--- src/rtl/addsub_pkg.sv ---
// Shared types and constants for the add/subtract operand staging path.
//   DATA_W      : operand width; must match the downstream adder width.
//   MODE_ADD    : mode encoding for a + b.
//   MODE_SUB    : mode encoding for a - b.
//   addsub_op_t : one queued request {a, b, mode}.
package addsub_pkg;

  localparam int DATA_W = 32;

  localparam logic MODE_ADD = 1'b0;
  localparam logic MODE_SUB = 1'b1;

  typedef struct packed {
    logic [DATA_W-1:0] a;
    logic [DATA_W-1:0] b;
    logic              mode;
  } addsub_op_t;

endpackage

--- src/rtl/addsub_op_fifo.sv ---
// DEPTH-entry synchronous FIFO of addsub_op_t requests.
// The head entry is presented combinationally on rdata whenever count > 0.
// The caller guarantees push only when count < DEPTH and pop only when
// count > 0; this block does no overflow/underflow protection of its own.
// Ports:
//   clk, rstN : clock; asynchronous active-low reset (pointers and count).
//   push      : write wdata at the write pointer.
//   pop       : advance the read pointer past the head entry.
//   wdata     : entry to write.
//   rdata     : current head entry.
//   count     : number of occupied entries (0..DEPTH).
module addsub_op_fifo
  import addsub_pkg::*;
#(
  parameter int DEPTH = 4,
  localparam int PTR_W = $clog2(DEPTH),
  localparam int CW    = $clog2(DEPTH + 1)
) (
  input  logic          clk,
  input  logic          rstN,
  input  logic          push,
  input  logic          pop,
  input  addsub_op_t    wdata,
  output addsub_op_t    rdata,
  output logic [CW-1:0] count
);

  // Storage is not reset: stale entries are unreachable once the
  // pointers and count are cleared.
  addsub_op_t mem [DEPTH];

  logic [PTR_W-1:0] wr_ptr;
  logic [PTR_W-1:0] rd_ptr;

  always_ff @(posedge clk) begin
    if (push) begin
      mem[wr_ptr] <= wdata;
    end
  end

  // DEPTH is a power of two, so the pointers wrap by natural overflow.
  always_ff @(posedge clk or negedge rstN) begin
    if (!rstN) begin
      wr_ptr <= '0;
      rd_ptr <= '0;
      count  <= '0;
    end else begin
      if (push) begin
        wr_ptr <= wr_ptr + 1'b1;
      end
      if (pop) begin
        rd_ptr <= rd_ptr + 1'b1;
      end
      case ({push, pop})
        2'b10:   count <= count + 1'b1;
        2'b01:   count <= count - 1'b1;
        default: count <= count;
      endcase
    end
  end

  assign rdata = mem[rd_ptr];

endmodule

--- src/rtl/addsub_operand_issue.sv ---
// Operand staging stage in front of the registered 32-bit adder/subtractor.
// Requests are queued in a small FIFO and issued one per cycle into
// registers that drive the adder inputs directly (same clock domain, so
// no synchronisers are needed). res_valid is issue_valid delayed by one
// cycle so it lines up with the adder's registered sum.
// Ports:
//   clk, rstN   : clock; asynchronous active-low reset.
//   in_valid    : request valid.
//   in_ready    : FIFO has room (state only, independent of in_valid/stall).
//   in_a, in_b  : operands.
//   in_mode     : 0 = add, 1 = subtract.
//   stall       : downstream consumer not ready; blocks issue.
//   issue_a/b   : registered operands to the adder.
//   issue_mode  : registered mode to the adder.
//   issue_valid : issue_* carries a newly issued operation this cycle.
//   res_valid   : adder sum valid this cycle.
//   count       : FIFO occupancy.
//   issue_cnt   : issued-operation counter, wraps modulo 2^CNT_W.
module addsub_operand_issue
  import addsub_pkg::*;
#(
  parameter int DATA_W = 32,  // must equal addsub_pkg::DATA_W
  parameter int DEPTH  = 4,
  parameter int CNT_W  = 16,
  localparam int CW    = $clog2(DEPTH + 1)
) (
  input  logic              clk,
  input  logic              rstN,
  input  logic              in_valid,
  output logic              in_ready,
  input  logic [DATA_W-1:0] in_a,
  input  logic [DATA_W-1:0] in_b,
  input  logic              in_mode,
  input  logic              stall,
  output logic [DATA_W-1:0] issue_a,
  output logic [DATA_W-1:0] issue_b,
  output logic              issue_mode,
  output logic              issue_valid,
  output logic              res_valid,
  output logic [CW-1:0]     count,
  output logic [CNT_W-1:0]  issue_cnt
);

  addsub_op_t in_op_p0;
  addsub_op_t head_op_p0;
  addsub_op_t issue_op_p1;
  logic       push;
  logic       pop;
  logic       vld_p1;
  logic       vld_p2;

  // No pass-through: a full FIFO refuses input even if it pops this cycle.
  assign in_ready = (count < CW'(DEPTH));
  assign push     = in_valid & in_ready;
  assign pop      = !stall && (count != '0);

  assign in_op_p0 = '{a: in_a, b: in_b, mode: in_mode};

  addsub_op_fifo #(
    .DEPTH (DEPTH)
  ) u_fifo (
    .clk   (clk),
    .rstN  (rstN),
    .push  (push),
    .pop   (pop),
    .wdata (in_op_p0),
    .rdata (head_op_p0),
    .count (count)
  );

  // ---- p0 -> p1: issue registers driving the adder inputs ----
  // ---- p1 -> p2: valid follows the adder's own output register ----
  // Operands hold while stalled so the adder keeps a stable input, but
  // vld_p1 drops, which prevents a duplicate res_valid.
  always_ff @(posedge clk or negedge rstN) begin
    if (!rstN) begin
      issue_op_p1 <= '0;
      vld_p1      <= 1'b0;
      vld_p2      <= 1'b0;
      issue_cnt   <= '0;
    end else begin
      vld_p1 <= pop;
      vld_p2 <= vld_p1;
      if (pop) begin
        issue_op_p1 <= head_op_p0;
        issue_cnt   <= issue_cnt + 1'b1;
      end
    end
  end

  assign issue_a     = issue_op_p1.a;
  assign issue_b     = issue_op_p1.b;
  assign issue_mode  = issue_op_p1.mode;
  assign issue_valid = vld_p1;
  assign res_valid   = vld_p2;

endmodule

--- config.mk ---
export PLATFORM = sky130hd
export DESIGN_NAME = addsub_operand_issue
export DESIGN_NICKNAME = d
export VERILOG_FILES = /design/src/rtl/addsub_pkg.sv /design/src/rtl/addsub_op_fifo.sv /design/src/rtl/addsub_operand_issue.sv
export SDC_FILE = /design/constraint.sdc
export NUM_CORES = 1
export LEC_CHECK = 0
export BUFFER_PORTS_ARGS = -buffer_cell sky130_fd_sc_hd__buf_2
export CORE_MARGIN = 10
export CORE_UTILIZATION = 50
export DETAILED_ROUTE_END_ITERATION = 6
export HOLD_SLACK_MARGIN = 0.12
export PLACE_DENSITY_LB_ADDON = 0.15
export RECOVER_POWER = 50
export SETUP_SLACK_MARGIN = 0.02
export SYNTH_ARGS = -nofsm -noshare
export SYNTH_HDL_FRONTEND = slang
export SYNTH_SLANG_ARGS = --single-unit
--- constraint.sdc ---
create_clock -name clk -period 4.1 [get_ports clk]
set_clock_uncertainty 0.15 [all_clocks]
set_input_delay 0.41 -clock clk [delete_from_list [all_inputs] [get_ports clk]]
set_output_delay 0.41 -clock clk [all_outputs]
set_load 0.02 [all_outputs]
# ---- After elaboration in Yosys (flattened, before gate mapping)
# Memory sizes are Yosys's and may differ from the RTL's. A register that Yosys moved wholly into a read port is not among the register bits.
# Index checks and enable logic that the tools add are counted.
# Widths: inputs -> output; s select.
dict set report classes {
  addsub 5
  multipliers 0
  n_div 0
  order_cmp 1
  n_eq_ne 2
  shifts 0
  mux 3
  n_bitwise 1
  n_reduce_logical 5
}
# op n
set ops {}
lappend ops {{$add 16x1->16 const B} 1}
lappend ops {{$pmux 3 s2} 1}
lappend ops {{$add 2x1->2 const B} 2}
lappend ops {{$add 3x1->3 const B} 1}
lappend ops {{$lt 3x3->1 const B} 1}
lappend ops {{$reduce_bool 3->1} 1}
lappend ops {{$sub 3x1->3 const B} 1}
lappend ops {{$eq 2x1->1 const B} 1}
lappend ops {{$eq 2x2->1 const B} 1}
lappend ops {{$logic_not 1->1} 2}
lappend ops {{$mux 1} 2}
lappend ops {{$reduce_bool 2->1} 1}
lappend ops {{$and 1x1->1} 1}
lappend ops {{$logic_and 1x1->1} 1}
dict set report word_totals {
  reg_bits 25
  latch_bits 0
  ramBits 260
  mem_bits_ro 0
  elab_cells 24
  n_memories 1
}
# name words word_bits rd rd_ports_with_merged_regs write_ports line
set memory_table {}
lappend memory_table {u_fifo.mem 4 65 1 1 1 addsub_op_fifo.sv:30} ;# addsub_op_t mem [DEPTH];

# ---- Depth between registers and ports, before layout
dict set report depth {
  ltp_word 4
  ltp_mapped 9
  mapped_depth_nobuf 8
}

# ---- Hierarchy
# A second synthesis with hierarchy kept.
dict set report hier_totals {
  hier_cells 571
  area_unflattened_um2 13281.5
}
# module n_inst cells_per_inst area_each_um2 seq_area_each_um2
set modules_own_cells {}
lappend modules_own_cells {addsub_op_fifo 1 371 9791.9 7982.7}
lappend modules_own_cells {addsub_operand_issue 1 200 3489.6 2077.0}

# ---- Worst setup path after synthesis
# OpenSTA, ideal clock, no wires.
dict set report synth_path {
  path_kind {register to register}
  startpoint {register u_fifo.count[2]}
  endpoint {memory u_fifo.mem[0][0] (netlist bit), enable pin}
  setup_ns 0.430
  arrival_time_ns 2.384
  path_slack_ns 1.136
  path_stages_with_launch 4
  path_buffers 1
  period_less_slack_ns 2.964
  cell_sequence {dfrtp_1 > nor2b_1 > clkbuf_1 > and2_1}
}
dict set report synth_via {
  elab_chain_cells 4
}
# item line
set synth_lines {}
lappend synth_lines {{from (decl)} addsub_op_fifo.sv:25} ;# output logic [CW-1:0] count
lappend synth_lines {{from (signal assigned)} addsub_op_fifo.sv:55} ;# 2'b10: count <= count + 1'b1;
lappend synth_lines {{from (signal assigned)} addsub_op_fifo.sv:56} ;# 2'b01: count <= count - 1'b1;
lappend synth_lines {{from (signal assigned)} addsub_op_fifo.sv:57} ;# default: count <= count;
lappend synth_lines {{$lt 3x3->1} addsub_operand_issue.sv:53} ;# assign in_ready = (count < CW'(DEPTH));
lappend synth_lines {{$and 1x1->1} addsub_operand_issue.sv:54} ;# assign push = in_valid & in_ready;
lappend synth_lines {{$mux 1} addsub_op_fifo.sv:36} ;# if (push) begin
lappend synth_lines {{$mux 1 (implied by the code)} addsub_op_fifo.sv:37} ;# mem[wr_ptr] <= wdata;
lappend synth_lines {{to (decl)} addsub_op_fifo.sv:30}
# No other way between the ends.

# ---- Final worst setup path
dict set report layout_path {
  startpoint {register u_fifo.count[2]}
  endpoint {memory u_fifo.mem[3][16] (netlist bit), enable pin}
}
# Same word-level chain as after synthesis.

==> impl_metrics.yaml <==
clocking:
  clockBufferDepth: 3
  clockRootBuffer: "clkbuf_16"
  postCtsSetupRepairBufs: 0
  cts_tree: "built"
  clk_latency_ns: 0.50
  cts.sinks: 350
  cts.htree.levels: 2
  cts.clk_slew.worst_paths_ns: 0.06
  cts_made_buffers: 36
cells_and_area:
  final_cell_mix: "edfxtp_1, clkbuf_1, dfrtp_1, dlygate4sd3_1, mux4_2"
  syn_to_final_growth_pct: 20.86
  final_common_cell: "edfxtp_1"
  fin_cells: 1183
  utilization: 0.6097
  fill_cells: 1904
  final_nets: 896
  drive_above_1_share: 0.2600
floorplanning:
  coreArea_mm2: 0.02591
  rows: 59
  die_x_um: 181.7
  die_h_um: 181.7
  initial_core_util: 0.5045
  die_area_mm2: 0.03301
  top_level_ports: 156
setup_path:
  crit_slowest_cell: "and2_4"
  crit_buf_inv: 0
  r2r-start: "u_fifo.count[2]"
  cpPeakStageDelay_ns: 0.91
  critPathLaunchType: "register"
  crit_family: "simple AND/OR/NAND/NOR gates"
  crit_chain: "nor2b_1 -> and2_4"
  cp.arrival_ns: 2.44
  critPathKind: "reg2reg"
  crit_start: "u_fifo.count[2]"
  cp.required_ns: 4.06
  crit_fanout: 65
  cp-end-kind: "register"
synth:
  synth_compound_area_frac: 0.0003828
  synth_top_family_by_area: "multiplexers"
  synth_sequential_area_ratio: 0.7695
  synth_area_mm2: 0.01307
  yosysWarnings: 0
  ys_ff_latch: 350
  syn_inst: 578
  synth.area.mux_share: 0.1776
  synthAdderAreaFrac: 0.007274
  post_synth_xor_area_fraction: 0.01407
  avgSynthCellArea_um2: 22.62
  yosys.area_share.simple: 0.01531
  syn_nets: 654
  yosysUniqueCellTypes: 30
timing:
  fin_crit_sh: 0.6034
  clock.fmax_mhz: 404.2
  hold_viol: 0
  worst_pin_slew_ns: 1.208
  slew_violations: 0
  maxSlewHeadroom: 0.1946
  rsz0062_at_grt: "false"
  min_period_ns: 2.474
  finalSetupViolations: 0
  totalNegativeSetupSlack_ns: 0
flow_run:
  cap_violations: 0
global_route:
  grt_max_degree: 67
  antenna_found_initial: 1
  grt_pass1_wl_um: 40090
  grt_usage: 0.1522
  globalRouteOverflowTotal: 0
  grt_pass1_vias: 7014
pwr:
  totalPowerFinal_uw: 11220
  power.leakage_uw: 0.005613
  clockPowerShare: 0.274
  swShare: 0.2956
  p_int_uw: 7907
  powerDensity_mw_per_mm2: 710.5
  comb_power_share: 0.260
  power_frac_seq: 0.466
  ir_drop_v: 0.0004830
  p_sw_uw: 3318
drt:
  viasPerCell: 5.302
  drc_errors: 0
  via_count: 6272
  final_antenna_net_count: 0
  wl_um: 24920
  first_iter_violations: 307
  dr.pass1.iters: 4
  wire_per_inst_um: 21.06
placement:
  place_congestion: 0.7302
  portBuffers: 155
  placed_cells: 1051
  hpwl_um: 14460
outcome:
  status: "complete, no violations"
worst_hold_path:
  min_from: "issue_valid"
  hold_path_class: "reg2reg"
-- layer usage --
metal  up-vias  global-route usage  share of wire
met5         -                   0              0
met4         0             0.04035          0.015
met1      3296              0.1918           0.42
li1       2800                   -              -
met3        36             0.03698          0.051
met2       140              0.2584           0.52
-- stage by stage --
step,hold slack [ns],setup slack (ns),cell area (µm²)
after global placement,0.2025,1.614,14170
after detailed placement,0.2137,1.514,14170
after CTS,0.2269,1.580,15960
after floorplan,-0.03559,1.136,13070
after global routing,0.2490,1.486,15800
final,0.2285,1.626,15800
-- cell families after synthesis --
logic type,Yosys count
flip-flops,350
multiplexers,132
AND/OR/NAND/NOR,36
buffers and inverters,31
XOR/XNOR,21
adder cells (fa/ha/maj),7
AO/OA/AOI/OAI,1
-- power by group through the flow --
| stage | registers (µW) | clock network [µW] | logic (µW) |
|---|---|---|---|
| 2_1_floorplan | 5440 | 0 | 1950 |
| 3_3_place_gp | 5280 | 0 | 2960 |
| 4_1_cts | 5260 | 3160 | 3090 |
| 6_report | 5230 | 3070 | 2920 |
| 3_5_place_dp | 5330 | 0 | 3030 |
| 5_1_grt | 5360 | 3290 | 3160 |
-- state kept, by name, indices dropped and copies added (netlist names) --
signal	count
issue_a	32
issue_valid	1
u_fifo.count	3
issue_b	32
u_fifo.rd_ptr	2
u_fifo.wr_ptr	2
res_valid	1
u_fifo.mem	260
issue_cnt	16
issue_mode	1
-- cell usage after synthesis --
master,n,area (µm²)
nand4b_1,1,8.760
inv_1,8,30.03
xor2_1,10,87.58
mux4_2,65,1464
nand2_1,4,15.01
nand4_1,5,31.28
buf_6,1,11.26
clkbuf_1,3,11.26
buf_12,4,80.08
fa_1,1,20.02
and4b_1,1,10.01
buf_1,3,11.26
mux2i_1,1,10.01
edfxtp_1,260,7807
buf_4,1,7.510
mux2_2,38,427.9
and2_1,4,25.02
nor2_2,1,6.260
or3_1,1,6.260
nor3_1,7,35.03
and3_1,3,18.77
nor2b_1,1,6.260
o21ai_0,1,5.000
dfrtp_1,90,2252
xnor2_1,11,96.34
nor2_1,2,7.510
mux2_4,28,420.4
nand3_1,6,30.03
buf_2,11,55.05
ha_1,6,75.07
-- what timing repair did --
item / in CTS / in global routing
hold buffers: 66 / 0
setup endpoints to repair: 0 / 0
resized for setup: 0 / 0
hold endpoints to repair: 305 / 0
-- cell type report --
type / instances / area, µm² / area share
flip-flops and latches: 350 / 10070 / 0.6372
multi-input cells: 197 / 2821 / 0.1786
repair buffers: 227 / 1333 / 0.08434
clock buffers: 52 / 1042 / 0.06597
well taps: 335 / 419.2 / 0.02653
clock inverters: 12 / 81.33 / 0.005148
inverters: 8 / 30.03 / 0.001901
diodes: 2 / 5.005 / 0.0003168
-- worst paths after layout --
| path | endpoint | slack [ns] | cells after the start |
|---|---|---|---|
| worst max-delay path | u_fifo.mem[3][16] | 1.63 | 2 |
| max in group asynchronous | issue_b[22] | 1.85 | 3 |
| worst max register to register | u_fifo.mem[3][16] | 1.63 | 2 |
| min in group asynchronous | issue_a[11] | 0.35 | 2 |
| worst min-delay path | res_valid | 0.23 | 0 |
| worst min register to register | res_valid | 0.23 | 0 |
Note: power is estimated with default switching activity, not from simulation.
